[config.mk]
export PLATFORM = sky130hd
export DESIGN_NAME = receiver_uart
export DESIGN_NICKNAME = d
export VERILOG_FILES = /design/src/rtl/receiver_uart.sv
export SDC_FILE = /design/constraint.sdc
export NUM_CORES = 1
export LEC_CHECK = 0
export BUFFER_PORTS_ARGS = -buffer_cell sky130_fd_sc_hd__buf_2
export CORE_ASPECT_RATIO = 0.9
export CORE_MARGIN = 1
export CORE_UTILIZATION = 40
export DETAILED_ROUTE_END_ITERATION = 8
export GPL_TIMING_DRIVEN = 0
export PLACE_DENSITY = 0.58
export SYNTH_ARGS = -nofsm -noshare
export SYNTH_HDL_FRONTEND = slang
export SYNTH_SLANG_ARGS = --single-unit
[constraint.sdc]
create_clock -name clk -period 5.35 [get_ports clk]
set_clock_uncertainty 0.15 [all_clocks]
set_input_delay 1.07 -clock clk [delete_from_list [all_inputs] [get_ports clk]]
set_output_delay 1.07 -clock clk [all_outputs]
set_load 0.005 [all_outputs]
[src/rtl/receiver_uart.sv]
`timescale 1ns/1ps
// receiver_uart: 8N1 UART receiver with a single-byte holding register,
// a valid flag and sticky framing-error / overrun flags for the IO bus.
//
// Handshake: a byte is offered while o_valid=1; the CPU takes it by pulsing
// i_rd for one cycle, which clears o_valid on the next edge. A commit in the
// same cycle as i_rd replaces the byte instead of being dropped. i_rd while
// o_valid=0 has no effect.
module receiver_uart #(
  parameter int clk_freq_hz = 12000000,
  parameter int baud_rate   = 115200
) (
  input  logic       clk,
  input  logic       rstn,
  input  logic       i_rx,
  input  logic       i_rd,
  input  logic       i_clr,
  output logic [7:0] o_data,
  output logic       o_valid,
  output logic       o_frame_err,
  output logic       o_overrun,
  output logic [2:0] o_dbg_state
);

  localparam int DIV  = clk_freq_hz / baud_rate;
  localparam int HALF = DIV / 2;
  localparam int CW   = $clog2(DIV);
  localparam logic [CW-1:0] CNT_LAST = CW'(DIV - 1);
  localparam logic [CW-1:0] CNT_HALF = CW'(HALF - 1);

  // Too few clocks per bit leaves no room for mid-bit sampling.
  if (DIV < 4) begin : g_div_check
    $error("receiver_uart: clk_freq_hz / baud_rate must be at least 4");
  end

  typedef enum logic [2:0] {
    S_IDLE      = 3'd0,
    S_START     = 3'd1,
    S_DATA      = 3'd2,
    S_STOP      = 3'd3,
    S_WAIT_IDLE = 3'd4
  } state_t;

  state_t        state_q, state_d;
  logic          rx_meta_q, rx_meta_d;
  logic          rx_s_q, rx_s_d;
  logic [CW-1:0] cnt_q, cnt_d;
  logic [2:0]    idx_q, idx_d;
  logic [7:0]    shift_q, shift_d;
  logic [7:0]    data_q, data_d;
  logic          valid_q, valid_d;
  logic          frame_err_q, frame_err_d;
  logic          overrun_q, overrun_d;
  logic          cnt_done;
  logic          commit;
  logic          frame_bad;

  assign cnt_done = (cnt_q == CNT_LAST);

  // All flops: two-stage line synchronizer, FSM, counters and output registers.
  always_ff @(posedge clk or negedge rstn) begin
    if (!rstn) begin
      rx_meta_q   <= 1'b1;
      rx_s_q      <= 1'b1;
      state_q     <= S_IDLE;
      cnt_q       <= '0;
      idx_q       <= '0;
      shift_q     <= '0;
      data_q      <= '0;
      valid_q     <= 1'b0;
      frame_err_q <= 1'b0;
      overrun_q   <= 1'b0;
    end else begin
      rx_meta_q   <= rx_meta_d;
      rx_s_q      <= rx_s_d;
      state_q     <= state_d;
      cnt_q       <= cnt_d;
      idx_q       <= idx_d;
      shift_q     <= shift_d;
      data_q      <= data_d;
      valid_q     <= valid_d;
      frame_err_q <= frame_err_d;
      overrun_q   <= overrun_d;
    end
  end

  // Next state of the frame FSM plus its bit timer, bit index and shifter.
  always_comb begin
    rx_meta_d = i_rx;
    rx_s_d    = rx_meta_q;
    state_d   = state_q;
    cnt_d     = cnt_q;
    idx_d     = idx_q;
    shift_d   = shift_q;
    case (state_q)
      S_IDLE: begin
        if (!rx_s_q) begin
          state_d = S_START;
          cnt_d   = '0;
        end
      end
      S_START: begin
        // Re-check the line half a bit in so glitches are rejected.
        if (cnt_q == CNT_HALF) begin
          cnt_d   = '0;
          idx_d   = '0;
          state_d = rx_s_q ? S_IDLE : S_DATA;
        end else begin
          cnt_d = cnt_q + 1'b1;
        end
      end
      S_DATA: begin
        if (cnt_done) begin
          cnt_d   = '0;
          shift_d = {rx_s_q, shift_q[7:1]};
          idx_d   = idx_q + 1'b1;
          if (idx_q == 3'd7) state_d = S_STOP;
        end else begin
          cnt_d = cnt_q + 1'b1;
        end
      end
      S_STOP: begin
        if (cnt_done) begin
          cnt_d   = '0;
          state_d = rx_s_q ? S_IDLE : S_WAIT_IDLE;
        end else begin
          cnt_d = cnt_q + 1'b1;
        end
      end
      S_WAIT_IDLE: begin
        // A held-low line (break) must not be decoded as a string of bytes.
        if (rx_s_q) state_d = S_IDLE;
      end
      default: state_d = S_IDLE;
    endcase
  end

  // Holding register and sticky flags; a new error event beats i_clr.
  always_comb begin
    commit      = (state_q == S_STOP) && cnt_done && rx_s_q;
    frame_bad   = (state_q == S_STOP) && cnt_done && !rx_s_q;
    data_d      = data_q;
    valid_d     = valid_q & ~i_rd;
    frame_err_d = frame_err_q & ~i_clr;
    overrun_d   = overrun_q & ~i_clr;
    if (commit) begin
      if (!valid_q || i_rd) begin
        data_d  = shift_q;
        valid_d = 1'b1;
      end else begin
        overrun_d = 1'b1;
      end
    end
    if (frame_bad) frame_err_d = 1'b1;
  end

  assign o_data      = data_q;
  assign o_valid     = valid_q;
  assign o_frame_err = frame_err_q;
  assign o_overrun   = overrun_q;
  assign o_dbg_state = state_q;

endmodule

### Word level (Yosys, flattened, before mapping)

Index checks and enable logic that the tools add are counted.

| storage, ports and cells | value |
|---|---|
| ROM bits | 0 |
| register bits after elaboration | 34 |
| output and inout bits | 14 |
| memory bits (writable) | 0 |
| memories kept | 0 |
| bits in latches | 0 |
| word-level logic and storage cells | 66 |

| cells by class | value |
|---|---|
| mux-type cells | 21 |
| eq/ne operators | 13 |
| shift-type cells | 0 |
| bitwise logic cells | 5 |
| reductions and logical operators | 15 |
| divide/modulo/power cells | 0 |
| multipliers | 0 |
| order comparisons | 0 |
| $add $sub $neg | 2 |

Operator list:

| operator | count |
|---|---|
| $mux W3 | 9 |
| $mux W7 | 3 |
| $pmux W7 S3 | 1 |
| $pmux W3 S5 | 1 |
| $ne A2 B2 Y1 const B | 6 |
| $add A7 B1 Y7 const B | 1 |
| $eq A7 B6 Y1 const B | 1 |
| $eq A7 B7 Y1 const B | 1 |
| $eq A3 B2 Y1 const B | 2 |
| $eq A3 B3 Y1 const B | 2 |
| $pmux W3 S2 | 1 |
| $reduce_and A2 Y1 | 3 |
| $reduce_and A6 Y1 | 1 |
| $mux W1 | 5 |
| $add A3 B1 Y3 const B | 1 |
| $and A1 B1 Y1 | 3 |
| $eq A3 B1 Y1 const B | 1 |
| $logic_and A1 B1 Y1 | 3 |
| $logic_not A3 Y1 | 1 |
| $reduce_and A3 Y1 | 1 |
| $reduce_bool A3 Y1 | 1 |
| $logic_not A1 Y1 | 2 |
| $mux W2 | 1 |
| $not A1 Y1 | 2 |
| 3 further kinds | 3 |

### Depth between registers and ports, before layout

Gate-level depths: netlist of run 1.

| logic depth | value |
|---|---|
| depth after elaboration | 4 |
| gate-level depth with buffers | 7 |
| mapped depth without buffers | 5 |

### Worst setup path after synthesis of run 1

OpenSTA, ideal clock, no wires.

| timing path | value |
|---|---|
| kind | input-to-reg |
| start point | in i_rd |
| end point | reg data_q[0] (netlist: o_data[0]) |
| setup slack | 3.236 ns |
| library setup time | 0.125 ns |
| cell stages on the path | 4 |
| arrival | 1.839 ns |
| path buffers | 1 |
| cell sequence | nand2b_1 > and4_4 > buf_6 > mux2_4 |

| between the ends | value |
|---|---|
| longest elaborated chain between the ends | 2 |

Ends and longest elaborated chain:

| what | RTL line | source |
|---|---|---|
| start, declared | 16 | `input logic i_rd,` |
| $logic_or A1 B1 Y1 | 147 | `if (!valid_q \|\| i_rd) begin` |
| $reduce_and A2 Y1 (no line) | n/a |  |
| end signal, assigned | 80 | `data_q <= data_d;` |
| end, declared | 50 | `logic [7:0] data_q, data_d;` |

No other way between the ends.
A chain may end at the register's enable or synchronous reset.

### Worst setup path after layout of run 1

| timing path | value |
|---|---|
| start point | reg cnt_q[0] |
| end point | reg data_q[5] (netlist: o_data[5]) |

| between the ends | value |
|---|---|
| longest elaborated chain between the ends | 4 |

Ends and longest elaborated chain:

| what | RTL line | source |
|---|---|---|
| start, declared | 47 | `logic [CW-1:0] cnt_q, cnt_d;` |
| start signal, assigned | 77 | `cnt_q <= cnt_d;` |
| $eq A7 B7 Y1 | 58 | `assign cnt_done = (cnt_q == CNT_LAST);` |
| $logic_and A1 B1 Y1 (2 in a row) | 140 | `commit = (state_q == S_STOP) && cnt_done && rx_s_q;` |
| $reduce_and A2 Y1 (no line) | n/a |  |

No other way between the ends.

==> summary.txt, run 1 <==
Drt
  • Avg Vias per Cell: 5.20
  • DR DRC count: 0
  • First drt pass iteration count: 4
  • Post-Route WL: 2660 um
  • First DRT Iteration DRCs: 79
  • Wire per inst: 13.5 um
  • DR vias: 1024
  • Final ANT Viol Nets: 0

Yosys
  • Top cell type by total area after synthesis: dfrtp_1
  • Synthesis warning total: 0
  • Post-Syn Instances: 125
  • Cell Area, Synth: 1570 um2
  • Syn nets: 133
  • Synth unique cells: 37
  • Synth top area share: 0.510
  • Sequential cell area fraction in the yosys report: 0.543
  • Avg Inst Size Synth: 12.6 um2
  • #FFs+latches synth: 34
  • Top cells by area, synth: dfrtp_1, mux2_4, mux2_2

Setup path
  • FF-to-FF setup slack: 3240 ps
  • CP Capture Type: register
  • CP Class: reg -> reg
  • Crit path max fanout: 8
  • Worst r2r path cells: 7
  • CP Launch Type: register
  • Required time of the worst setup path: 5360 ps
  • Critical path arrival: 2120 ps

Finish
  • Area delta synth->final: 15.2%
  • NumNets Final: 158
  • Ratio of cells with drive above 1 in the final layout: 0.358
  • Fin util: 0.485
  • Fill cell count: 345
  • Fin area: 1810 um2
  • Final antenna diode count: 0

Timing
  • Final worst slack: 3240 ps
  • Final Hold Viols: 0
  • Unrepaired setup endpoints after global routing: false
  • Worst slew pin tran: 744 ps
  • Fmax: 475 MHz
  • Rel. slew slack: 0.504
  • Min cycle time layout: 2110 ps
  • Crit share post-route: 0.394
  • Final Setup Violations: 0
  • Fin Setup TNS: 0 ps
  • Final Slew Violations: 0

Clocking
  • Postcts setup bufs: 0
  • Cts bufs inserted: 5
  • Htree depth: 2
  • Clock Latency Late Sink: 270 ps
  • Clock root cell: clkbuf_8
  • CTS tree: done
  • Hold_buf cts: 0
  • Clock sink total: 34
  • Clock tree buffer depth: 2
  • Post-CTS sizing: 0
  • CTS clock-pin slew for the worst setup and hold paths: 70 ps

Floorplan
  • Starting Density: 0.421
  • Num ports: 19
  • Row cnt: 21
  • Chip Height: 61.4 um
  • Core Box Area: 3730 um2
  • Die ar.: 4180 um2
  • Die W: 68.0 um

Placement
  • GP Congestion: 0.819
  • DP Worst Slack: 3100 ps
  • # port buffers: 18
  • Half-perimeter wire length after placement: 1860 um
  • DP Area: 1720 um2

Min path
  • Worst Hold Path Cells: 0
  • Class of the worst hold path: reg -> reg

Run status
  • Outcome: completed

Power and ir drop
  • Pwr dens: 251 nW/um2
  • Max IR drop VDD: 0.160 mV
  • Final Power: 0.454 mW
  • Pleak: 0.890 nW

Job
  • MaxCap Viol Count: 0

Global routing
  • Largest net degree at the start of global routing: 35
  • Vias in the first global route: 978
  • First-pass GRT wire length: 4500 um
  • GRT overflow: 0
  • GRT Resource Usage Total: 0.151
  • Initial antenna violation count: 0
[cells in the mapped netlist]
cell	n
a311oi_1	1
nand2_1	7
o31ai_1	2
o22ai_1	2
nor3_1	2
and4b_4	1
nor3_2	1
and3b_1	1
a22o_1	2
nor2b_1	1
and3b_2	1
a22oi_1	1
inv_1	2
dfstp_2	2
a211oi_1	2
and4_4	1
buf_6	2
nor3b_1	3
a21o_1	1
buf_2	2
clkbuf_1	2
mux2_2	9
nand4b_1	3
nand2b_1	3
a21oi_1	2
nand3_1	3
xor2_1	1
dfrtp_1	32
a2111oi_0	1
nor2_1	10
mux2_4	8
and3_2	1
o21ai_0	3
a2bb2oi_1	1
buf_4	1
ha_1	3
xnor2_1	5
[registers in the layout, indices dropped and copies added, names as in the netlist]
register,cells
o_valid,1
rx_s_q,1
o_frame_err,1
o_data,8
cnt_q,7
rx_meta_q,1
shift_q,8
o_overrun,1
idx_q,3
o_dbg_state,3
[final timing paths]
path                       startpoint    endpoint
max                          cnt_q[0]   o_data[5]
min                         rx_meta_q      rx_s_q
max reg2reg                  cnt_q[0]   o_data[5]
min reg2reg                 rx_meta_q      rx_s_q
max in group asynchronous        rstn  shift_q[3]
min in group asynchronous        rstn    cnt_q[0]
[final cells by class]
type                            instances  area [um2]  share of cell area
Inverter                                2        7.51             0.00415
Sequential cell                        34         853               0.472
Timing Repair Buffer                   18        90.1              0.0498
Clock inverter                          1        5.00             0.00277
Buffer                                  7        47.5              0.0263
Tap cell                               46        57.6              0.0318
Clock buffer                            7        86.3              0.0477
Multi-Input combinational cell         82         662               0.366
[worst max-delay path, cell delays in order, from the launching register on]
cell	delay (ps)
dfrtp_1	400
ha_1	210
and3b_1	180
buf_6	120
and4b_4	250
and4_4	220
buf_6	160
mux2_4	310
[power breakdown]
| part | internal [mW] | switching [mW] | total [mW] | leakage, nW |
|---|---|---|---|---|
| logic | 0.00178 | 0.00627 | 0.00805 | 0.388 |
| registers | 0.258 | 0.000246 | 0.259 | 0.453 |
| clock network | 0.104 | 0.0831 | 0.187 | 0.0482 |
| total | 0.364 | 0.0896 | 0.454 | 0.890 |
[cell usage in the layout, fill, tap and decap left out, types with 2 or more instances in the layout]
cell | netlist | layout
o21ai_0 | 3 | 3
dfstp_2 | 2 | 2
a21oi_1 | 2 | 2
mux2_4 | 8 | 8
nor2_1 | 10 | 10
dfrtp_1 | 32 | 32
nand2_1 | 7 | 7
a211oi_1 | 2 | 2
nor3_1 | 2 | 2
clkbuf_8 | 0 | 6
nand2b_1 | 3 | 3
nor3b_1 | 3 | 3
a22o_1 | 2 | 2
mux2_2 | 9 | 9
ha_1 | 3 | 3
nand4b_1 | 3 | 3
xnor2_1 | 5 | 5
inv_1 | 2 | 2
o22ai_1 | 2 | 2
buf_2 | 2 | 20
o31ai_1 | 2 | 2
nand3_1 | 3 | 3
buf_6 | 2 | 2
clkbuf_1 | 2 | 3
[layer usage]
metal / wire length [um] / part of all wire / track usage
met5: 0 / 0 / 0
met2: 1200 / 0.45 / 0.224
met3: 122 / 0.046 / 0.0444
met1: 1320 / 0.50 / 0.203
met4: 18 / 0.0068 / 0.0714
[per-stage QoR]
| stage | hold WS [ps] | instances |
|---|---|---|
| after floorplan | 195 | 125 |
| after global placement | 197 | 189 |
| after detailed placement | 198 | 189 |
| after CTS | 210 | 197 |
| after global routing | 215 | 197 |
| final | 208 | 197 |
[kinds of logic (layout without fill, tap and decap cells)]
| family | Yosys count | after routing | share of synthesized area |
|---|---|---|---|
| adder cells (fa/ha/maj) | 3 | 3 | 0.0239 |
| AO/OA/AOI/OAI | 18 | 18 | 0.0805 |
| multiplexers | 17 | 17 | 0.141 |
| AND/OR/NAND/NOR | 38 | 38 | 0.143 |
| flip-flops | 34 | 34 | 0.543 |
| buffers and inverters | 9 | 35 | 0.0351 |
| XOR/XNOR | 6 | 6 | 0.0335 |
Power figures use the tool's default switching activity.
==> run 2: changes to the inputs <==
==> constraint.sdc (replaced) <==
create_clock -name clk -period 2.06 [get_ports clk]
set_clock_uncertainty 0.15 [all_clocks]
set_input_delay 0.412 -clock clk [delete_from_list [all_inputs] [get_ports clk]]
set_output_delay 0.412 -clock clk [all_outputs]
set_load 0.005 [all_outputs]
==> run 2 against run 1 <==
Net effect:
- via count is 0.98% higher
- sequential power grew to 2.6 times the previous value
- first-iteration DRC count is 24% higher
- hold slack worse by 160 ps
- maximum frequency is 3.2% higher
- core utilization is 1.5 points higher
- final area is 3.0% higher
- global-route usage is 0.24 points higher
- worst setup slack worse by 3200 ps
- critical endpoint unchanged
- largest cell class unchanged
- largest power group unchanged
==> summary.txt, run 2 (synthesis gave the netlist of run 1 again) <==
Run status
  • Outcome: completed

Placement
  • Half-perimeter wire length after placement: 1860 um
  • DP Area: 1720 um2
  • GP Congestion: 0.819
  • # port buffers: 18
  • DP Worst Slack: -44.8 ps

Drt
  • First DRT Iteration DRCs: 98
  • Wire per inst: 13.9 um
  • Avg Vias per Cell: 5.17
  • DR vias: 1034
  • Post-Route WL: 2780 um
  • First drt pass iteration count: 4
  • DR DRC count: 0
  • Final ANT Viol Nets: 0

Setup path
  • CP Capture Type: register
  • Critical path arrival: 2050 ps
  • CP Launch Type: register
  • Crit path max-delay family: simple AND/OR/NAND/NOR gates
  • CP max stage delay: 370 ps
  • Crit-path cells: ha_2 -> and3b_1 -> buf_6 -> and4b_4 -> and4_4 -> buf_12 -> mux2_4
  • Slowest CP cell: dfrtp_1
  • CP Class: reg -> reg
  • Crit path max fanout: 8
  • Required time of the worst setup path: 2070 ps
  • WP buf/inv: 2

Timing
  • Final worst slack: 19.1 ps
  • Crit share post-route: 0.991
  • Worst slew pin tran: 743 ps
  • Hold Worst Slack: 47.2 ps
  • Final Hold Viols: 0
  • Min cycle time layout: 2040 ps
  • Rel. slew slack: 0.505
  • Final Setup Violations: 0
  • Final Slew Violations: 0
  • Unrepaired setup endpoints after global routing: true
  • Fmax: 490 MHz

Finish
  • Most common cell after layout, fill and taps aside: dfrtp_1
  • Commonest non-fill, non-tap cells in the layout: dfrtp_1, buf_2, nor2_1
  • Final antenna diode count: 0
  • Area delta synth->final: 18.7%
  • Fin area: 1860 um2
  • Ratio of cells with drive above 1 in the final layout: 0.390
  • NumNets Final: 161

Power and ir drop
  • Cell-internal power: 0.945 mW
  • Switching share of power: 0.198
  • Comb pwr share: 0.018
  • Share of power burned in registers: 0.570
  • Max IR drop VDD: 0.413 mV
  • Pwr dens: 632 nW/um2
  • Final Power: 1.18 mW
  • Pleak: 0.925 nW
  • Clk network pwr share: 0.412
  • Sw Pwr: 0.234 mW

Floorplan
  • Die ar.: 4180 um2
  • Core Box Area: 3730 um2
  • Row cnt: 21
  • Num ports: 19
  • Chip Height: 61.4 um
  • Die W: 68.0 um
  • Starting Density: 0.421

Global routing
  • GRT overflow: 0
  • Initial antenna violation count: 0
  • Largest net degree at the start of global routing: 35
  • Vias in the first global route: 999
  • GRT Resource Usage Total: 0.154
  • First-pass GRT wire length: 4570 um

Clocking
  • Clock root cell: clkbuf_8
  • Htree depth: 2
  • Clock Latency Late Sink: 270 ps
  • CTS clock-pin slew for the worst setup and hold paths: 70 ps
  • Clock tree buffer depth: 2
  • CTS tree: done
  • Clock sink total: 34
  • Cts bufs inserted: 5

Job
  • MaxCap Viol Count: 0

Min path
  • Class of the worst hold path: in -> async
## run 2: changes by cell type in the layout (fill, tap and decap cells not counted), sizes merged
cell and change:
buf +3
## run 2: layout make-up
cell class                 count  area, um2
sequential                    34        853
inverter                       2       7.51
clock inverter                 1       5.00
timing repair buffer          21        113
tap                           46       57.6
multi-input combinational     82        682
buffer                         7       60.1
clock buffer                   7       86.3
fill                         342       1870
## run 2: worst register-to-register path, cell delays in order (launching register included)
cell and delay [ps]:
dfrtp_1 370, ha_2 190, and3b_1 170, buf_6 120, and4b_4 240, and4_4 240
buf_12 140, mux2_4 300
## run 2: power groups by stage
| stage | Combinational (mW) | Sequential, mW | Clock [mW] |
|---|---|---|---|
| after floorplan | 0.00402 | 0.684 | 0 |
| after global placement | 0.0217 | 0.684 | 0 |
| after detailed placement | 0.0220 | 0.684 | 0 |
| after CTS | 0.0221 | 0.672 | 0.506 |
| after global routing | 0.0252 | 0.671 | 0.545 |
| final | 0.0210 | 0.672 | 0.486 |
## run 2: metal layers
metal | track usage | routed length, um | vias up | part of all wire
met2 | 0.231 | 1270 | 26 | 0.46
met5 | 0 | 0 | - | 0
met4 | 0.0714 | 18 | 0 | 0.0065
li1 | - | - | 502 | -
met3 | 0.0444 | 128 | 2 | 0.046
met1 | 0.204 | 1360 | 504 | 0.49
## run 2: worst paths after layout
kind                       slack, ps    endpoint       from  depth (start not counted)
max in group asynchronous       1240  shift_q[3]       rstn                          1
hold / removal                    50    cnt_q[1]       rstn                          1
hold reg to reg                  210      rx_s_q  rx_meta_q                          0
setup reg to reg                  20   o_data[5]   cnt_q[0]                          7
setup / recovery                  20   o_data[5]   cnt_q[0]                          7
min in group clk                  90   rx_meta_q       i_rx                          1
## run 2: timing repair
action	CTS	global route
buffers inserted	1	2
endpoints found under the setup margin	15	21
gates resized for setup	2	6
pin swaps	1	1
hold buffers	0	0
## run 2: per-stage QoR
step / TNS (ps) / utilization / cells
global placement: -55.5 / 0.460 / 189
detailed placement: -453 / 0.460 / 189
global route: -491 / 0.500 / 200
CTS: 0 / 0.489 / 198
finish: 0 / 0.500 / 200
floorplan: 0 / - / 125
==> run 3: changes to the inputs <==
--- a/config.mk
+++ b/config.mk
@@ -6,6 +6,7 @@
 export NUM_CORES = 1
 export LEC_CHECK = 0
 export BUFFER_PORTS_ARGS = -buffer_cell sky130_fd_sc_hd__buf_2
+export CAP_MARGIN = 5
 export CORE_ASPECT_RATIO = 0.9
 export CORE_MARGIN = 1
 export CORE_UTILIZATION = 40
==> constraint.sdc (replaced) <==
create_clock -name clk -period 2.1 [get_ports clk]
set_clock_uncertainty 0.15 [all_clocks]
set_input_delay 0.42 -clock clk [delete_from_list [all_inputs] [get_ports clk]]
set_output_delay 0.42 -clock clk [all_outputs]
set_load 0.005 [all_outputs]
==> run 3 against run 2 <==
Net effect:
- highest routed layer unchanged
- sequential share of layout area is 0.15 points higher
- core utilization is 0.17 points lower
- final area is 0.34% lower
- largest cell class unchanged
- combinational power hardly changed
- maximum frequency is 0.26% higher
==> summary.txt, run 3 (synthesis gave the netlist of run 1 again) <==
Drt
  • Avg Vias per Cell: 5.17
  • Final ANT Viol Nets: 0
  • Post-Route WL: 2730 um
  • Wire per inst: 13.7 um
  • DR DRC count: 0
  • First drt pass iteration count: 4
  • DR vias: 1033
  • First DRT Iteration DRCs: 79

Job
  • MaxCap Viol Count: 0

Floorplan
  • Die W: 68.0 um
  • Core Box Area: 3730 um2
  • Num ports: 19
  • Chip Height: 61.4 um
  • Die ar.: 4180 um2
  • Row cnt: 21
  • Starting Density: 0.421

Power and ir drop
  • Pleak: 0.924 nW
  • Max IR drop VDD: 0.409 mV
  • Final Power: 1.16 mW
  • Pwr dens: 622 nW/um2

Setup path
  • Crit path max fanout: 8
  • CP Capture Point: o_data[5]
  • RR Endpoint: o_data[5]
  • CP Class: reg -> reg
  • CP Launch Type: register
  • CP Capture Type: register
  • Required time of the worst setup path: 2110 ps
  • Worst r2r src: cnt_q[0]
  • Critical Path Start: cnt_q[0]
  • Worst r2r path cells: 7
  • Critical path arrival: 2040 ps
  • FF-to-FF setup slack: 60 ps

Finish
  • Commonest non-fill, non-tap cells in the layout: dfrtp_1, buf_2, nor2_1
  • Final antenna diode count: 0
  • Ratio of cells with drive above 1 in the final layout: 0.383
  • Fin area: 1860 um2
  • Most common cell after layout, fill and taps aside: dfrtp_1
  • NumNets Final: 161
  • Area delta synth->final: 18.3%

Global routing
  • First-pass GRT wire length: 4550 um
  • GR Util met1: 0.204
  • Initial antenna violation count: 0
  • Most Crowded Layer GR: met2
  • Vias in the first global route: 993
  • Met3 Usage GRT: 0.0444
  • Largest net degree at the start of global routing: 35
  • GRT overflow: 0
  • GRT Resource Usage Total: 0.153
  • Met2 Use GR: 0.228

Placement
  • GP Congestion: 0.819
  • DP Area: 1720 um2
  • Half-perimeter wire length after placement: 1860 um
  • # port buffers: 18

Min path
  • Class of the worst hold path: in -> async

Timing
  • Crit share post-route: 0.969
  • Final Slew Violations: 0
  • Rel. slew slack: 0.500
  • Final Setup Violations: 0
  • Final Hold Viols: 0
  • Min cycle time layout: 2040 ps
  • Unrepaired setup endpoints after global routing: true
  • Worst slew pin tran: 749 ps
  • Fmax: 491 MHz

Clocking
  • CTS tree: done
  • Hold_buf cts: 0
  • Clock root cell: clkbuf_8
  • Clock tree buffer depth: 2
  • Clock Latency Late Sink: 270 ps
  • Clock sink total: 34
  • Htree depth: 2
  • CTS clock-pin slew for the worst setup and hold paths: 70 ps
  • Cts bufs inserted: 5

Run status
  • Outcome: completed
-- run 3: cell counts in the layout (fill, tap and decap cells not counted) --
Identical to the previous run, type by type.
-- run 3: stage by stage --
step	util	instances	hold slack (ps)	setup TNS, ps	worst slack (ps)
final	0.498	200	59.5	0	64.3
after global routing	0.498	200	82.2	-3.75	-3.75
after CTS	0.488	198	74.7	0	32.6
after detailed placement	0.460	189	198	-8.61	-4.77
after global placement	0.460	189	197	0	30.1
after floorplan	-	125	-25.6	0	147
-- run 3: power by group --
group          leakage, nW  switching, mW  internal (mW)  total (mW)
Sequential           0.453       0.000627          0.658       0.659
Clock               0.0482          0.212          0.264       0.476
Combinational        0.422         0.0161        0.00463      0.0207
Total                0.924          0.229          0.927        1.16
-- run 3: worst min path at each step --
stage / slack (ps) / endpoint / cells past startpoint
2_1_floorplan: -30 / cnt_q[0] / 0
3_3_place_gp: 200 / rx_s_q / 0
3_5_place_dp: 200 / rx_s_q / 0
4_1_cts: 70 / cnt_q[2] / 1
5_1_grt: 80 / rx_meta_q / 1
6_report: 60 / cnt_q[2] / 1
-- run 3: cell type report --
type | count | area, um2
Inverter | 2 | 7.51
Multi-Input combinational cell | 82 | 676
Timing Repair Buffer | 21 | 113
Clock buffer | 7 | 86.3
Tap cell | 46 | 57.6
Sequential cell | 34 | 853
Clock inverter | 1 | 5.00
Fill cell | 338 | 1870
Buffer | 7 | 60.1
-- run 3: worst max-delay path: stages (launching register included) --
cell and delay [ps]:
dfrtp_1 370, ha_2 200, and3b_1 170, buf_6 120, and4b_4 240, and4_4 230
buf_12 140, mux2_4 300
-- run 3: what timing repair did --
| item | in CTS | in global routing |
|---|---|---|
| cloned | 0 | 0 |
| endpoints found under the setup margin | 9 | 20 |
| gates resized for setup | 1 | 5 |
| pin swaps | 0 | 2 |
| setup buffers | 1 | 2 |
-- run 3: metal layers --
metal / share of wire / up-vias
met5: 0 / -
met4: 0.0066 / 0
met3: 0.047 / 2
met2: 0.45 / 22
met1: 0.49 / 505
li1: - / 504
